===== src/rtl/add_arb_pkg.sv =====
// Shared types and constants for the add_share_arb round-robin adder arbiter.
// Counter constants are used only when ADD_ARB_CNT_EN is defined.
package add_arb_pkg;

   typedef enum logic [1:0] {
      IDLE = 2'd0,
      BUSY = 2'd1,
      RESP = 2'd2
   } state_t;

   localparam int               CNT_W   = 8;
   localparam logic [CNT_W-1:0] CNT_MAX = 8'hFF;

   // Saturating increment for the per-requester grant counters.
   function automatic logic [CNT_W-1:0] sat_inc(input logic [CNT_W-1:0] v);
      return (v == CNT_MAX) ? v : v + CNT_W'(1);
   endfunction

endpackage


===== src/rtl/add_share_arb_rr_pick.sv =====
// Combinational round-robin picker: first set req bit scanning upward from ptr+1,
// wrapping modulo N_REQ, so the requester at ptr has the lowest priority.
module rr_pick
   import add_arb_pkg::*;
#(
   parameter int N_REQ = 4,
   parameter int ID_W  = $clog2(N_REQ)
) (
   input  logic [N_REQ-1:0] req,
   input  logic [ID_W-1:0]  ptr,
   output logic             any,
   output logic [ID_W-1:0]  idx
);

   logic [ID_W-1:0] cand;

   // Scanning from the far end down means the last hit is the nearest one after ptr.
   always_comb begin
      // NOTE: every variable written here gets a default first so no latch is inferred.
      any  = |req;
      idx  = '0;
      cand = '0;
      for (int i = N_REQ; i >= 1; i--) begin
         cand = ID_W'((int'(ptr) + i) % N_REQ);
         if (req[cand]) idx = cand;
      end
   end

endmodule


===== src/rtl/add_share_arb.sv =====
// Round-robin arbiter sharing one registered adder among N_REQ requesters, with a
// valid/ready response channel. Optional grant counters: define ADD_ARB_CNT_EN.
module add_share_arb
   import add_arb_pkg::*;
#(
   parameter int N_REQ  = 4,
   parameter int DATA_W = 4
) (
   input  logic                     i_clk,
   input  logic                     i_rst_n,
   input  logic [N_REQ-1:0]         i_req,
   input  logic [N_REQ*DATA_W-1:0]  i_a,
   input  logic [N_REQ*DATA_W-1:0]  i_b,
   output logic [N_REQ-1:0]         o_gnt,
   output logic                     o_vld,
   output logic [DATA_W:0]          o_sum,
   output logic [$clog2(N_REQ)-1:0] o_id,
   input  logic                     i_rdy
`ifdef ADD_ARB_CNT_EN
   ,output logic [N_REQ*CNT_W-1:0]  o_gnt_cnt
`endif
);

   localparam int ID_W = $clog2(N_REQ);

   state_t            state, state_nxt;
   logic [ID_W-1:0]   rr_ptr;
   logic [DATA_W-1:0] a_q, b_q;
   logic              pick_any;
   logic [ID_W-1:0]   pick_idx;

   rr_pick #(.N_REQ(N_REQ), .ID_W(ID_W)) u_pick (
      .req (i_req),
      .ptr (rr_ptr),
      .any (pick_any),
      .idx (pick_idx)
   );

   // NOTE: state and datapath registers use non-blocking assignments only.
   always_ff @(posedge i_clk) begin
      if (!i_rst_n) state <= IDLE;
      else          state <= state_nxt;
   end

   // Unused encoding 2'd3 falls through to IDLE.
   always_comb begin
      state_nxt = IDLE;
      case (state)
         IDLE:    state_nxt = pick_any ? BUSY : IDLE;
         BUSY:    state_nxt = RESP;
         RESP:    state_nxt = i_rdy ? IDLE : RESP;
         default: state_nxt = IDLE;
      endcase
   end

   always_ff @(posedge i_clk) begin
      if (!i_rst_n) begin
         o_gnt  <= '0;
         o_vld  <= 1'b0;
         o_sum  <= '0;
         o_id   <= '0;
         rr_ptr <= ID_W'(N_REQ - 1);
         a_q    <= '0;
         b_q    <= '0;
      end else begin
         case (state)
            IDLE: begin
               if (pick_any) begin
                  a_q    <= i_a[pick_idx*DATA_W +: DATA_W];
                  b_q    <= i_b[pick_idx*DATA_W +: DATA_W];
                  o_gnt  <= N_REQ'(1) << pick_idx;
                  o_id   <= pick_idx;
                  rr_ptr <= pick_idx;
               end
            end
            BUSY: begin
               o_sum <= {1'b0, a_q} + {1'b0, b_q};
               o_gnt <= '0;
               o_vld <= 1'b1;
            end
            RESP: begin
               if (i_rdy) o_vld <= 1'b0;
            end
            default: begin
               o_gnt <= '0;
               o_vld <= 1'b0;
            end
         endcase
      end
   end

`ifdef ADD_ARB_CNT_EN
   for (genvar k = 0; k < N_REQ; k++) begin : g_cnt
      logic [CNT_W-1:0] cnt;
      always_ff @(posedge i_clk) begin
         if (!i_rst_n)      cnt <= '0;
         else if (o_gnt[k]) cnt <= sat_inc(cnt);
      end
      assign o_gnt_cnt[k*CNT_W +: CNT_W] = cnt;
   end
`else
   // Grant counters are not built in this configuration.
`endif

endmodule


===== config.mk =====
export PLATFORM = sky130hd
export DESIGN_NAME = add_share_arb
export DESIGN_NICKNAME = d
export VERILOG_FILES = /design/src/rtl/add_arb_pkg.sv /design/src/rtl/add_share_arb_rr_pick.sv /design/src/rtl/add_share_arb.sv
export SDC_FILE = /design/constraint.sdc
export NUM_CORES = 1
export LEC_CHECK = 0
export CAP_MARGIN = 20
export CORE_MARGIN = 2
export CORE_UTILIZATION = 45
export CTS_BUF_LIST = sky130_fd_sc_hd__clkbuf_2 sky130_fd_sc_hd__clkbuf_4 sky130_fd_sc_hd__clkbuf_8
export DETAILED_ROUTE_END_ITERATION = 10
export PLACE_DENSITY_LB_ADDON = 0.12
export RECOVER_POWER = 100
export SYNTH_ARGS = -nofsm -noshare
export SYNTH_HDL_FRONTEND = slang
export SYNTH_SLANG_ARGS = --single-unit

===== constraint.sdc =====
create_clock -name i_clk -period 1.9 [get_ports i_clk]
set_clock_uncertainty 0.15 [all_clocks]
set_input_delay 0.38 -clock i_clk [delete_from_list [all_inputs] [get_ports i_clk]]
set_output_delay 0.38 -clock i_clk [all_outputs]
set_load 0.005 [all_outputs]

==> qor.txt <==
dpl cells: 226
register area share after synthesis: 0.3685
cell row count: 19
maximum vdd drop: 0.5174 mV
Tmin final: 1.826 ns
EDFF count, synth: 0
Max clock buf depth: 2
DIE WIDTH: 57.83 um
DRT Wirelength: 3451 um
crit path kind: reg -> reg
routed vias/inst: 5.487
Pwr Total: 0.001515 W
area grow syn2layout: 56.43%
crit path max fanout: 7
Worst setup SP type: flip-flop
Reg area: 484.2 um2
largest cells by area after synthesis: dfxtp_1 37%, mux2i_1 9.2%, mux2_1 6.0%
Comb power frac: 0.400
PortBufs: 50
pwr/cell area: 742.7 mW/mm2
total CTS buffers: 3
first-pass GRT wire length: 5589 um
flops & latches, synth: 24
run status: completed
number of distinct library cells after synthesis: 36
drt wl/cell: 14.88 um
Psw: 0.0004671 W
RSZ-0062 raised after global routing: yes
initial antenna violation count: 0
GRT Total Usage: 0.2186
Worst EP arrival: 1.89 ns
Critical Path End Type: flip-flop
predominant post-synthesis flop cell: dfxtp_1
P_int: 0.001048 W
die area: 0.003344 mm2
post-layout net count: 246
Flop pwr share: 0.418
switching portion of total power: 0.3084
Sink Count: 24
worst setup slack after placement: -0.4523 ns
Least-Margin Pin Slew: 0.6154 ns
via count: 1,273
DRC: 0
Hold Fails Final Rpt: 0
share of post-route cells with drive strength above 1: 0.1692
initial drt markers: 31
clock tree from TritonCTS: yes
Max-slew headroom: 0.5889
fillers: 214
DR pass1 iterations: 4
n_diodes: 0
IO Pins: 51
Post-Synthesis Cell Area: 0.001304 mm2
min-delay worst type: reg -> reg
Final setup violation count: 0
Tcrit/Tclk final: 0.9609
worst path required time: 1.97 ns
root cell of the clock tree: clkbuf_4
Slew Viols, Final: 0
synthesized instance count: 137
top-count cell post-synth: dfxtp_1
share of Yosys cell area claimed by the top area cell type: 0.3685
total of max-cap violations: 0
Max Clk Rate: 547.7 MHz
top cells by count, synth: 24 x dfxtp_1, 12 x mux2i_1, 9 x nor2_1
Post-Syn Area per Cell: 9.516 um2
core area: 0.002758 mm2
final worst setup slack: 0.07425 ns
yosys warns: 0
Lkg Pwr: 0.8634 nW
Die Ht: 57.83 um
Post-DP HPWL: 2601 um
clk slew on worst S/H paths: 0.13 ns
Post-Layout Inst Area: 0.002039 mm2
Yosys top cell by area: dfxtp_1
Clock Power Share: 0.182
vias in the first global route: 1,230
footprint of the multi-input gates: 785.8 um2
post-route ant nets: 0
worst-skew pair later-pin latency: 0.32 ns
CTS H-Tree Depth: 1
Synth async-reset ratio: 0
non-filler cells, final: 232
largest net degree at the start of global routing: 17
Final GP Congestion: 0.7807
starting density of the core: 0.4728
Placed Instance Area: 0.001927 mm2
GRT overflow: 0
syn nets: 181
setup TNS: 0 ns
power groups by stage:
stage / logic (W) / clock network [W] / registers [W]
final: 0.000606 / 0.000275 / 0.000634
after detailed placement: 0.000559 / 0 / 0.000642
after global routing: 0.000657 / 0.000303 / 0.000643
after global placement: 0.000540 / 0 / 0.000636
after CTS: 0.000603 / 0.000279 / 0.000633
after floorplan: 0.000317 / 0 / 0.000625
metrics by stage:
| step | hold WS (ns) | utilization |
|---|---|---|
| global route | 0.3453 | 0.7396 |
| CTS | 0.3212 | 0.7346 |
| finish | 0.3151 | 0.7396 |
| detailed placement | 0.2996 | 0.6987 |
| global placement | 0.2904 | 0.6987 |
| floorplan | 0.2953 | - |
sequential cells by signal, summed over array words and instances, names as in the netlist:
register  count
o_vld         1
a_q           4
o_id          2
b_q           4
o_gnt         4
rr_ptr        2
state         2
o_sum         5
routing by layer:
| metal | GRT usage | part of all wire | vias up |
|---|---|---|---|
| li1 | - | - | 630 |
| met1 | 0.2664 | 0.42 | 587 |
| met2 | 0.3929 | 0.52 | 45 |
| met3 | 0.02902 | 0.045 | 11 |
| met4 | 0.07641 | 0.020 | 0 |
| met5 | 0 | 0 | - |
placed cells by master (no fill, tap or decap), types with 2 or more instances in the layout:
| master | Yosys | routed |
|---|---|---|
| o221ai_2 | 0 | 2 |
| o211a_1 | 2 | 2 |
| dlygate4sd2_1 | 0 | 3 |
| nand2_1 | 6 | 6 |
| mux2i_1 | 12 | 12 |
| nor2b_1 | 6 | 6 |
| o221ai_1 | 7 | 5 |
| or3_1 | 3 | 2 |
| ha_1 | 4 | 4 |
| clkdlybuf4s50_1 | 0 | 46 |
| and2_1 | 2 | 2 |
| nand2b_1 | 3 | 3 |
| nand3_1 | 3 | 3 |
| dfxtp_1 | 24 | 23 |
| a22o_1 | 2 | 2 |
| o21ai_0 | 2 | 2 |
| buf_4 | 2 | 15 |
| nor2_1 | 9 | 9 |
| mux2_1 | 7 | 6 |
| clkbuf_4 | 0 | 3 |
| inv_1 | 5 | 5 |
| a21oi_1 | 4 | 4 |
| o21ai_1 | 3 | 3 |
| a21o_1 | 2 | 2 |
| a31oi_1 | 7 | 7 |
| xnor2_1 | 2 | 2 |
what timing repair did:
action	CTS	global route
pin swaps	2	7
buffers inserted	0	1
endpoints found under the setup margin	9	9
hold buffers	0	0
resized for setup	12	4
gates cloned	1	0
final cells by class:
type,count,area share
clock buffer,4,0.01779
inverter,6,0.01104
tap,31,0.01902
sequential,24,0.2374
multi-input combinational,98,0.3853
timing repair buffer,69,0.3294
kinds of logic (layout without fill, tap and decap cells):
kind of cell    count (synthesis)  in the layout  share of synthesized area
compound gates                 36             36                     0.1987
simple gates                   35             35                     0.1440
flops                          24             24                     0.3685
mux                            20             20                     0.1612
buf+inv                        15             79                    0.06046
fa+ha+maj                       5              5                    0.05374
xor+xnor                        2              2                    0.01344
worst max-delay path, cell delays in order, from the launching register on:
cell      delay (ns)
dfxtp_4         0.41
mux2i_1         0.20
o22a_1          0.19
o21ai_4         0.09
buf_12          0.15
mux2_4          0.30
o221ai_2        0.17
a31oi_1         0.07
worst paths after layout:
path,startpoint,endpoint,slack [ns],depth (start not counted)
worst max register to register,rr_ptr[1],a_q[0],0.07,7
worst max-delay path,rr_ptr[1],a_q[0],0.07,7
worst min-delay path,o_gnt[0],o_gnt[0],0.32,2
worst min register to register,o_gnt[0],o_gnt[0],0.32,2
Note: power is estimated with default switching activity, not from simulation.
